<file path="config.mk">
export PLATFORM = sky130hd
export DESIGN_NAME = vga_sync_gen
export DESIGN_NICKNAME = d
export VERILOG_FILES = /design/src/rtl/vga_sync_gen.sv
export SDC_FILE = /design/constraint.sdc
export NUM_CORES = 1
export LEC_CHECK = 0
export ABC_AREA = 1
export CAP_MARGIN = 20
export CORE_UTILIZATION = 28
export DETAILED_ROUTE_END_ITERATION = 6
export GPL_TIMING_DRIVEN = 0
export PLACE_DENSITY = 0.56
export SYNTH_ARGS = -nofsm -noshare
export SYNTH_HDL_FRONTEND = slang
export SYNTH_SLANG_ARGS = --single-unit
</file>
<file path="constraint.sdc">
create_clock -name clk -period 4.2 [get_ports clk]
set_input_delay 1.26 -clock clk [delete_from_list [all_inputs] [get_ports clk]]
set_output_delay 1.26 -clock clk [all_outputs]
set_load 0.03 [all_outputs]
</file>
<file path="src/rtl/vga_sync_gen.sv">
// 640x480@60 VGA raster timing: pixel enable, h/v counters, registered sync/blank decode.
// Optional VGA_FRAME_CNT_EN adds a free-running 16-bit frame counter output.
module vga_sync_gen #(
  parameter int CLK_DIV  = 2,
  parameter int H_DISP   = 640,
  parameter int H_FP     = 16,
  parameter int H_SYNC   = 96,
  parameter int H_BP     = 48,
  parameter int V_DISP   = 480,
  parameter int V_FP     = 10,
  parameter int V_SYNC   = 2,
  parameter int V_BP     = 33,
  parameter bit SYNC_POL = 1'b0
) (
  input  logic        clk,
  input  logic        reset,
  output logic        hsync,
  output logic        vsync,
  output logic        video_on,
  output logic        p_tick,
  output logic [10:0] pix_x,
  output logic [10:0] pix_y,
`ifdef VGA_FRAME_CNT_EN
  output logic [15:0] frame_cnt,
`endif
  output logic        frame_tick
);
  localparam int H_TOTAL = H_DISP + H_FP + H_SYNC + H_BP;
  localparam int V_TOTAL = V_DISP + V_FP + V_SYNC + V_BP;
  localparam int DIV_W   = (CLK_DIV > 1) ? $clog2(CLK_DIV) : 1;

  localparam logic [DIV_W-1:0] DIV_LAST = DIV_W'(CLK_DIV - 1);
  localparam logic [10:0] H_LAST   = 11'(H_TOTAL - 1);
  localparam logic [10:0] V_LAST   = 11'(V_TOTAL - 1);
  localparam logic [10:0] H_VIS    = 11'(H_DISP);
  localparam logic [10:0] V_VIS    = 11'(V_DISP);
  localparam logic [10:0] HS_START = 11'(H_DISP + H_FP);
  localparam logic [10:0] HS_END   = 11'(H_DISP + H_FP + H_SYNC - 1);
  localparam logic [10:0] VS_START = 11'(V_DISP + V_FP);
  localparam logic [10:0] VS_END   = 11'(V_DISP + V_FP + V_SYNC - 1);

  logic [DIV_W-1:0] r_div, w_div_nxt;
  logic             r_p_tick;
  logic [10:0]      r_h, r_v, w_h_nxt, w_v_nxt;
  logic             r_hsync, r_vsync, r_video_on;
  logic             w_h_wrap, w_hs_act, w_vs_act, w_von_nxt;

  always_comb begin
    w_div_nxt = (r_div == DIV_LAST) ? '0 : r_div + DIV_W'(1);
    w_h_wrap  = (r_h == H_LAST);
    w_h_nxt   = r_h;
    w_v_nxt   = r_v;
    // Both counters step on the edge that closes a p_tick cycle
    if (r_p_tick) begin
      w_h_nxt = w_h_wrap ? 11'd0 : r_h + 11'd1;
      if (w_h_wrap)
        w_v_nxt = (r_v == V_LAST) ? 11'd0 : r_v + 11'd1;
    end
    w_hs_act  = (w_h_nxt >= HS_START) && (w_h_nxt <= HS_END);
    w_vs_act  = (w_v_nxt >= VS_START) && (w_v_nxt <= VS_END);
    w_von_nxt = (w_h_nxt < H_VIS) && (w_v_nxt < V_VIS);
  end

  always_ff @(posedge clk) begin
    if (reset) begin
      r_div      <= '0;
      r_p_tick   <= 1'b0;
      r_h        <= '0;
      r_v        <= '0;
      r_hsync    <= ~SYNC_POL;
      r_vsync    <= ~SYNC_POL;
      r_video_on <= 1'b0;
    end else begin
      r_div      <= w_div_nxt;
      r_p_tick   <= (w_div_nxt == DIV_LAST);
      r_h        <= w_h_nxt;
      r_v        <= w_v_nxt;
      r_hsync    <= w_hs_act ? SYNC_POL : ~SYNC_POL;
      r_vsync    <= w_vs_act ? SYNC_POL : ~SYNC_POL;
      r_video_on <= w_von_nxt;
    end
  end

  assign p_tick     = r_p_tick;
  assign pix_x      = r_h;
  assign pix_y      = r_v;
  assign hsync      = r_hsync;
  assign vsync      = r_vsync;
  assign video_on   = r_video_on;
  assign frame_tick = r_p_tick && (r_h == 11'd0) && (r_v == V_VIS);

`ifdef VGA_FRAME_CNT_EN
  logic [15:0] r_frame_cnt;
  always_ff @(posedge clk) begin
    if (reset)           r_frame_cnt <= '0;
    else if (frame_tick) r_frame_cnt <= r_frame_cnt + 16'd1;
  end
  assign frame_cnt = r_frame_cnt;
`endif
endmodule

</file>
# [Yosys cells after proc, flatten, opt, wreduce, memory -nomap -nowiden]
# Cells that the tools add are included.
[word_totals] out_inout_bits=27 inputBits=2 ff_bits=26
[classes] n_addsub=3 mux=7 eq_ne=3 magnitude_cmp=6 n_reduce_logical=7
[ops] cell="11-bit 2-to-1 mux" count=5
[ops] cell="11-bit by 1-bit adder with 11-bit output (second input constant)" count=2
[ops] cell="11-bit by 10-bit equality test with 1-bit output (second input constant)" count=2
[ops] cell="11-bit by 9-bit equality test with 1-bit output (second input constant)" count=1
[ops] cell="11-bit by 10-bit greater-or-equal comparator with 1-bit output (second input constant)" count=1
[ops] cell="11-bit by 9-bit greater-or-equal comparator with 1-bit output (second input constant)" count=1
[ops] cell="11-bit by 10-bit <= comparator with 1-bit output (second input constant)" count=1
[ops] cell="11-bit by 9-bit <= comparator with 1-bit output (second input constant)" count=1
[ops] cell="11-bit zero test" count=1
[ops] cell="11-bit by 10-bit < comparator with 1-bit output (second input constant)" count=1
[ops] cell="11-bit by 9-bit < comparator with 1-bit output (second input constant)" count=1
[ops] cell="1-bit logical AND" count=5
[ops] cell="1-bit 2-to-1 mux" count=2
[ops] cell="2-bit OR reduction" count=1
[ops] cell="1-bit adder (second input constant)" count=1

# [Logic depth before layout (Yosys ltp)]
# Gate-level depths: netlist of run 1.
[depth] word_depth=7 depth_mapped=13 depth_no_buf=12

# [Least setup slack after synthesis of run 1]
# Ideal clock, no wire load.
[synth_timing] path_type="register -> output" from="register r_p_tick, in the netlist p_tick" to="output frame_tick" setup_slack_ns=1.246 path_stages_with_launch=4 arrival_ns=1.694 cell_sequence="dfxtp_1 -> clkbuf_1 -> nand3_1 -> nor3_1"
[synth_via] elab_chain_cells=2
[synth_rtl] element="from (decl)" line_no="43" text="logic r_p_tick;"
[synth_rtl] element="from (signal assigned)" line_no="75" text="r_p_tick <= (w_div_nxt == DIV_LAST);"
[synth_rtl] element="1-bit logical AND (2 in series)" line_no="90" text="assign frame_tick = r_p_tick && (r_h == 11'd0) && (r_v == V_VIS);"
[synth_rtl] element="to (decl)" line_no="26" text="output logic frame_tick"
# Every way passes these cells.

# [Worst setup path after layout of run 1]
# Same ends and word-level chain as after synthesis.

==> metrics.md, run 1 <==
| Metric | Value |
|---|---|
| Measured slew at the worst slew-check pin | just under 0.6 ns |
| Post-layout instance count excluding filler cells | 332 |
| Largest net degree at the start of global routing | 15 |
| Top-area cell type share of the netlist area | 33.3% |
| Clock tree from TritonCTS | yes |
| CTS clock-pin slew for the worst setup and hold paths | ~0.09 ns |
| Synthesized area divided by synthesized cell count | about 6.8 um2 |
| Multiplexer area fraction after synthesis | 0% |
| Share of the clock period used by the worst path | 84.1% |
| Detailed-route DRC error count | 0 |
| Final sum of negative setup slack | 0 ns |
| Initial DRC Count | between 90 and 100 |
| Wire length of the first global-routing pass | 6.84 mm |
| Post-DP HPWL | between 3 and 4 mm |
| Average routed wire per standard cell | approximately 12 um |
| Cell with the biggest individual delay on the critical path | sky130_fd_sc_hd__clkdlybuf4s50_1 |
| Final count of hold timing violations | 0 |
| Critical path data arrival time | 2.27 ns |
| Maximum single-stage delay on the critical path | 0.71 ns |
| Worst voltage drop across the vdd grid | 0.0952 mV |
| Die extent in x | 76.7 um |
| Resized cells post-CTS | 0 |
| Synth async-reset ratio | 0% |
| Achievable Freq | 283 MHz |
| Synthesized flop and latch total | 26 |
| Area of the mapped netlist | 1560 um2 |
| Antenna cell count | 0 |
| Share of post-route cells with drive strength above 1 | 9.92% |
| Via count of the first global-routing pass | ~1.4k |
| Slew Limit Headroom | 61.2% |
| Number of setup buffers added after CTS | 0 |
| Worst path buffer plus inverter count | 2 |
| Startpoint types | register |
| Antenna-violating nets left | 0 |
| Count of different cell masters after synthesis | 32 |
| Die Footprint | approximately 5900 um2 |
| Cell types with the largest area share after synthesis | sky130_fd_sc_hd__dfxtp_1, sky130_fd_sc_hd__nand2_1, sky130_fd_sc_hd__nor2_1, sky130_fd_sc_hd__inv_1, sky130_fd_sc_hd__nand3_1 |
| Post-Synth Simple-Gate Area | 43.1% |
| Cell-by-cell trace of the critical path | clkbuf_1 > nand3_1 > nor3_1 > clkdlybuf4s50_1 |
| Iteration count of the initial detailed-routing pass | 5 |
| Dominant cell type by area after synthesis | sky130_fd_sc_hd__dfxtp_1 |
| CP delay by family, top | buffers and inverters |
| Type of the setup path with the least slack | register to output port |
| Initial Utilization | 29.8% |
| Main combinational cell family by area after synthesis | simple AND/OR/NAND/NOR gates |
| Compound-Gate Fraction of Synth Area | under 10% |
| Leakage | 0.807 nW |
| Number of nets in the final layout | ~270 |
| Final weighted congestion in routability-driven placement | 0.822 |
| Number of buffers inserted during clock tree synthesis | 3 |
| Count of pins on the block boundary | 29 |
| Power Total | 456 uW |
| Initial antenna violation count | 0 |
| Synth Net Count | 236 |
| Worst Hold Class | register to register |
| Hold Buf Count CTS | 0 |
| Core region area | ~5200 um2 |
| Ratio of routed vias to standard cells | 4.59 |
| Total Wirelength | 4.03 mm |
| Top_reg_cell synth | sky130_fd_sc_hd__dfxtp_1 |
| Max Clock Skew | 0.00230 ns |
| Cell types with the highest counts after synthesis | sky130_fd_sc_hd__nand2_1, sky130_fd_sc_hd__nor2_1, sky130_fd_sc_hd__inv_1 |
| Cell with the most instances after synthesis | sky130_fd_sc_hd__nand2_1 |
| Layout Area Growth over Synthesis | 27.1% |
| Data required time of the critical path | 2.94 ns |
| Maximum Capacitance Violations | 0 |
| Number of enable flip-flop cells after synthesis | 0 |
| Setup repair after global routing missed its margin | no |
| Mapped Cells | 230 |
| Die extent in y | roughly 77 um |
| Port Buffer Count | 28 |
| Status | finished, final reports clean |
| XOR/XNOR share of the synthesized area | between 2 and 3% |
| Root buffer cell | sky130_fd_sc_hd__clkbuf_8 |
| Max Fanout on Critical Path | 10 |
| Total routing resource utilization after global routing | approximately 15% |
| Buffer depth of the longest clock path | 2 |
| Final critical path time including I/O delays and setup | 3.53 ns |
| Clock Sinks | 26 |
| Clock latency at the later pin of the worst-skew pair | 0.27 ns |
| Placed Cells incl. Taps | 328 |
| Count of synthesis-stage warnings from yosys | 0 |
| Portion of the post-synthesis area used by sequential elements | 33.3% |
| GRT overflow | 0 |
| Final Slew Violations | 0 |
| Kind of end point of the critical path | output port |
| Adder-cell area share of the yosys netlist | 3.20% |
| Routed vias | 1525 |
| # rows | 26 |
| Number of setup violations in the final report | 0 |
| Clock H-tree levels | 1 |
| Power density normalized to cell area | 230 nW/um2 |
-- final cells by class --
cell class | count | area, um2
Clock buffer | 4 | 55.1
Multi-Input combinational cell | 164 | 883
Timing Repair Buffer | 28 | 280
Fill cell | 557 | 3250
Sequential cell | 26 | 520
Inverter | 35 | 131
Buffer | 5 | 27.5
Tap cell | 70 | 87.6
-- path summary, 6_finish.rpt --
path	from	end	slack [ns]	cells after the start
setup / recovery	p_tick	frame_tick	0.67	4
hold / removal	pix_x[1]	pix_x[1]	0.53	2
hold reg to reg	pix_x[1]	pix_x[1]	0.53	2
setup reg to reg	pix_x[0]	vsync	2.32	8
-- through the flow --
step                      setup slack (ns)  cell area [um2]  hold WS, ns  util [%]
after floorplan                       1.25             1560        0.624         -
after global placement               0.941             1930        0.529      36.9
after detailed placement             0.972             1930        0.525      36.9
after CTS                            0.658             1990        0.538      37.9
after global routing                 0.597             1990        0.592      37.9
final                                0.670             1990        0.533      37.9
-- registers in the layout, summed over array words and instances (netlist names) --
register	count
pix_x	11
pix_y	11
hsync	1
p_tick	1
video_on	1
vsync	1
-- layer usage --
layer	vias to the layer above	share of wire, %	track usage (%)
met1	678	51	20.4
met2	36	43	22.3
met3	2	4.6	2.14
met4	0	1.0	6.15
met5	-	0	0
li1	809	-	-
-- layout by cell type (no fill, tap or decap) --
| cell | synthesis | final |
|---|---|---|
| sky130_fd_sc_hd__inv_2 | 5 | 5 |
| sky130_fd_sc_hd__nor3_1 | 7 | 7 |
| sky130_fd_sc_hd__o21bai_1 | 5 | 5 |
| sky130_fd_sc_hd__nor2_2 | 4 | 4 |
| sky130_fd_sc_hd__inv_1 | 30 | 30 |
| sky130_fd_sc_hd__nand4_1 | 13 | 13 |
| sky130_fd_sc_hd__o21ai_2 | 1 | 1 |
| sky130_fd_sc_hd__buf_6 | 1 | 1 |
| sky130_fd_sc_hd__nor2_1 | 36 | 36 |
| sky130_fd_sc_hd__nor2_4 | 2 | 2 |
| sky130_fd_sc_hd__clkdlybuf4s50_1 | 0 | 28 |
| sky130_fd_sc_hd__buf_2 | 1 | 1 |
| sky130_fd_sc_hd__a21oi_1 | 3 | 3 |
| sky130_fd_sc_hd__nand2_4 | 2 | 2 |
| sky130_fd_sc_hd__nand2_1 | 45 | 45 |
| sky130_fd_sc_hd__nor2_8 | 1 | 1 |
| sky130_fd_sc_hd__nor4_1 | 2 | 2 |
| sky130_fd_sc_hd__clkbuf_1 | 3 | 3 |
| sky130_fd_sc_hd__dfxtp_1 | 26 | 26 |
| sky130_fd_sc_hd__nand3_1 | 22 | 22 |
| sky130_fd_sc_hd__o21ai_0 | 4 | 4 |
| sky130_fd_sc_hd__xor2_1 | 2 | 2 |
| sky130_fd_sc_hd__xnor2_1 | 1 | 1 |
| sky130_fd_sc_hd__ha_1 | 4 | 4 |
| sky130_fd_sc_hd__xor2_2 | 1 | 1 |
| sky130_fd_sc_hd__nand2_2 | 1 | 1 |
| sky130_fd_sc_hd__o21ai_1 | 1 | 1 |
| sky130_fd_sc_hd__nand3_4 | 1 | 1 |
| sky130_fd_sc_hd__a21boi_1 | 1 | 1 |
| sky130_fd_sc_hd__a211oi_1 | 2 | 2 |
| sky130_fd_sc_hd__and3_1 | 1 | 1 |
| sky130_fd_sc_hd__a21oi_2 | 1 | 1 |
| sky130_fd_sc_hd__nand3_2 | 1 | 1 |
| sky130_fd_sc_hd__clkbuf_8 | 0 | 4 |
-- cell families after synthesis --
kind of cell               count (synthesis)
and+or+nand+nor                          138
buffers and inverters                     40
DFF                                       26
AOI/OAI and AO/OA                         18
xor gates and xnor gates                   4
adders and majority gates                  4
-- worst reg2reg max path, delay by kind of cell (launching register included) --
family	cells	cell delay, ns
DFF	1	0.44
adders and majority gates	1	0.24
and+or+nand+nor	7	1.12
-- power breakdown --
part / leakage, nW / internal [mW] / switching, mW
clock: 0.0288 / 0.0839 / 0.0832
sequential: 0.211 / 0.250 / 0.00474
combinational: 0.568 / 0.0115 / 0.0230
(Power assumes the default switching activity.)
==> run 2: changes to the inputs <==
- PLACE_DENSITY: 0.56 -> 0.58
- clock period: 4.2 -> 2.9 ns (I/O delays scaled with it)
==> metrics.md, run 2 (same netlist as run 1, synthesis figures left out) <==
| Metric | Value |
|---|---|
| Commonest non-fill, non-tap cell in the layout | sky130_fd_sc_hd__nand2_1 |
| Layout Area Growth over Synthesis | 27.1% (unchanged) |
| Detailed-routed wire length on met2 | 1.75 mm (+0.86%) |
| Status | finished, final reports clean |
| Core region area | 5240 um2 (unchanged) |
| Final design utilization | 37.9% (unchanged) |
| Total Wirelength | 4.04 mm (+0.12%) |
| Largest net degree at the start of global routing | 15 (unchanged) |
| Multi-input gate area | 883 um2 (unchanged) |
| R2r setup slk | 1.01 ns (-1.31 ns) |
| Max Clock Skew | 0.00311 ns (+0.000803 ns) |
| Wire length of the first global-routing pass | 6.93 mm (+1.3%) |
| Clock Sinks | 26 (unchanged) |
| Filler instances | 553 (-0.72%) |
| Clock tree from TritonCTS | yes |
| Initial Utilization | 29.8% (unchanged) |
| Setup repair after global routing missed its margin | no |
| Detailed-route DRC error count | 0 (unchanged) |
| Achievable Freq | 370 MHz |
| Maximum Capacitance Violations | 0 (unchanged) |
| Startpoint types | register |
| # rows | 26 (unchanged) |
| Initial DRC Count | 120 (+25%) |
| Final count of hold timing violations | 0 (unchanged) |
| Root buffer cell | sky130_fd_sc_hd__clkbuf_8 |
| Final sum of negative setup slack | 0 ns (unchanged) |
| CTS clock-pin slew for the worst setup and hold paths | 0.10 ns (about the same) |
| Power density normalized to cell area | 336 nW/um2 (+46%) |
| Worst Hold Margin | 0.538 ns (+0.00499 ns) |
| Die extent in x | 76.7 um (unchanged) |
| Cell-by-cell trace of the critical path | inv_1 > ha_1 > nand4_1 > nor2_1 > nand3_1 > nor3_1 > dlygate4sd2_1 |
| Initial antenna violation count | 0 (unchanged) |
| Maximum single-stage delay on the critical path | 0.43 ns (-0.28 ns) |
| Buffer depth of the longest clock path | 2 (unchanged) |
| Cell with the biggest individual delay on the critical path | sky130_fd_sc_hd__dlygate4sd2_1 |
| Antenna-violating nets left | 0 (unchanged) |
| Count of pins on the block boundary | 29 (unchanged) |
| Kind of end point of the critical path | output port |
| Post-DP HPWL | 3.06 mm (-0.37%) |
| GRT overflow | 0 (unchanged) |
| Max Fanout on Critical Path | 6 (-4) |
| Hold Buf Count CTS | 0 (unchanged) |
| Critical path data arrival time | 1.83 ns (-0.44 ns) |
| Final Slew Violations | 0 (unchanged) |
| Die Footprint | 5880 um2 (unchanged) |
| Final weighted congestion in routability-driven placement | 0.833 (+1.3%) |
| Met3 wire len | 176 um (-5.9%) |
| Number of setup violations in the final report | 0 (unchanged) |
| Type of the setup path with the least slack | register to output port |
| Leakage | 0.815 nW (+0.99%) |
| Resized cells post-CTS | 2 (+2) |
| Clock H-tree levels | 1 (unchanged) |
| Share of the clock period used by the worst path | slightly above 90% |
| Total routing resource utilization after global routing | 14.8% (+0.15 points) |
| Clock latency at the later pin of the worst-skew pair | 0.28 ns (about the same) |
| Die extent in y | 76.7 um (unchanged) |
| Port Buffer Count | 28 (unchanged) |
| Share of post-route cells with drive strength above 1 | 10.3% (+0.38 points) |
| Measured slew at the worst slew-check pin | 0.574 ns (-0.00857 ns) |
| Iteration count of the initial detailed-routing pass | 4 (-1) |
| Worst Hold Class | register to register |
| Number of buffers inserted during clock tree synthesis | 3 (unchanged) |
| Antenna cell count | 0 (unchanged) |
| Final critical path time including I/O delays and setup | 2.70 ns |
| Number of setup buffers added after CTS | 0 (unchanged) |
| Ratio of routed vias to standard cells | 4.64 (+1.1%) |
| Worst voltage drop across the vdd grid | 0.137 mV (+43%) |
| Highest layer used for signal routing | met4 |
| Via count of the first global-routing pass | 1419 (+1.5%) |
| Data required time of the critical path | 2.03 ns (-0.91 ns) |
| Most used cells in the layout excluding fill and tap cells | sky130_fd_sc_hd__nand2_1, sky130_fd_sc_hd__nor2_1, sky130_fd_sc_hd__inv_1 |
| Slew Limit Headroom | 61.7% (+0.57 points) |
| Average routed wire per standard cell | 12.2 um (+0.12%) |
| Wire length on met1 | 2.04 mm (-1.3%) |
| Routed vias | 1542 (+1.1%) |
| Number of nets in the final layout | 269 (unchanged) |
| Area taken by flip-flops and latches | 520 um2 (unchanged) |
run 2: cell types whose count changed in the layout (fill, tap and decap cells not counted):
cell / change
sky130_fd_sc_hd__clkbuf_1: -1
sky130_fd_sc_hd__clkbuf_2: +1
sky130_fd_sc_hd__clkdlybuf4s50_1: -1
sky130_fd_sc_hd__dlygate4sd2_1: +1
run 2: worst max-delay path, delay by kind of cell (launching register included):
kind	cells	cell delay, ns
fa+ha+maj	1	0.18
buf+inv	2	0.52
flops	1	0.37
simple gates	4	0.48
run 2: report_power, final:
part	switching (mW)	internal [mW]
combinational	0.0337	0.0171
clock	0.126	0.122
sequential	0.00673	0.362
total	0.167	0.501
run 2: final cells by class:
type,count,share of cell area (%)
well taps,70,4.41
multi-input cells,164,44.5
clock buffers,4,2.77
plain buffers,5,1.45
repair buffers,28,14.1
flip-flops and latches,26,26.2
inverters,35,6.62
run 2: path summary, 6_finish.rpt:
kind | start | end | cells past startpoint
setup / recovery | pix_x[0] | frame_tick | 7
hold / removal | pix_x[1] | pix_x[1] | 2
setup reg to reg | pix_x[0] | vsync | 8
hold reg to reg | pix_x[1] | pix_x[1] | 2
run 2: metrics by stage:
stage | worst slack, ns | area, um2 | power (mW) | std cells
3_3_place_gp | 0.0255 | 1930 | 0.427 | 328
4_1_cts | 0.172 | 1990 | 0.672 | 332
3_5_place_dp | 0.0776 | 1930 | 0.428 | 328
6_report | 0.200 | 1990 | 0.667 | 332
5_1_grt | 0.0846 | 1990 | 0.688 | 332
2_1_floorplan | 0.336 | 1560 | 0.406 | 230
run 2: per-layer routing:
metal	vias to the layer above	global-route usage, %
met5	-	0
met2	42	22.0
li1	811	-
met1	684	20.9
met4	0	6.73
met3	5	2.14
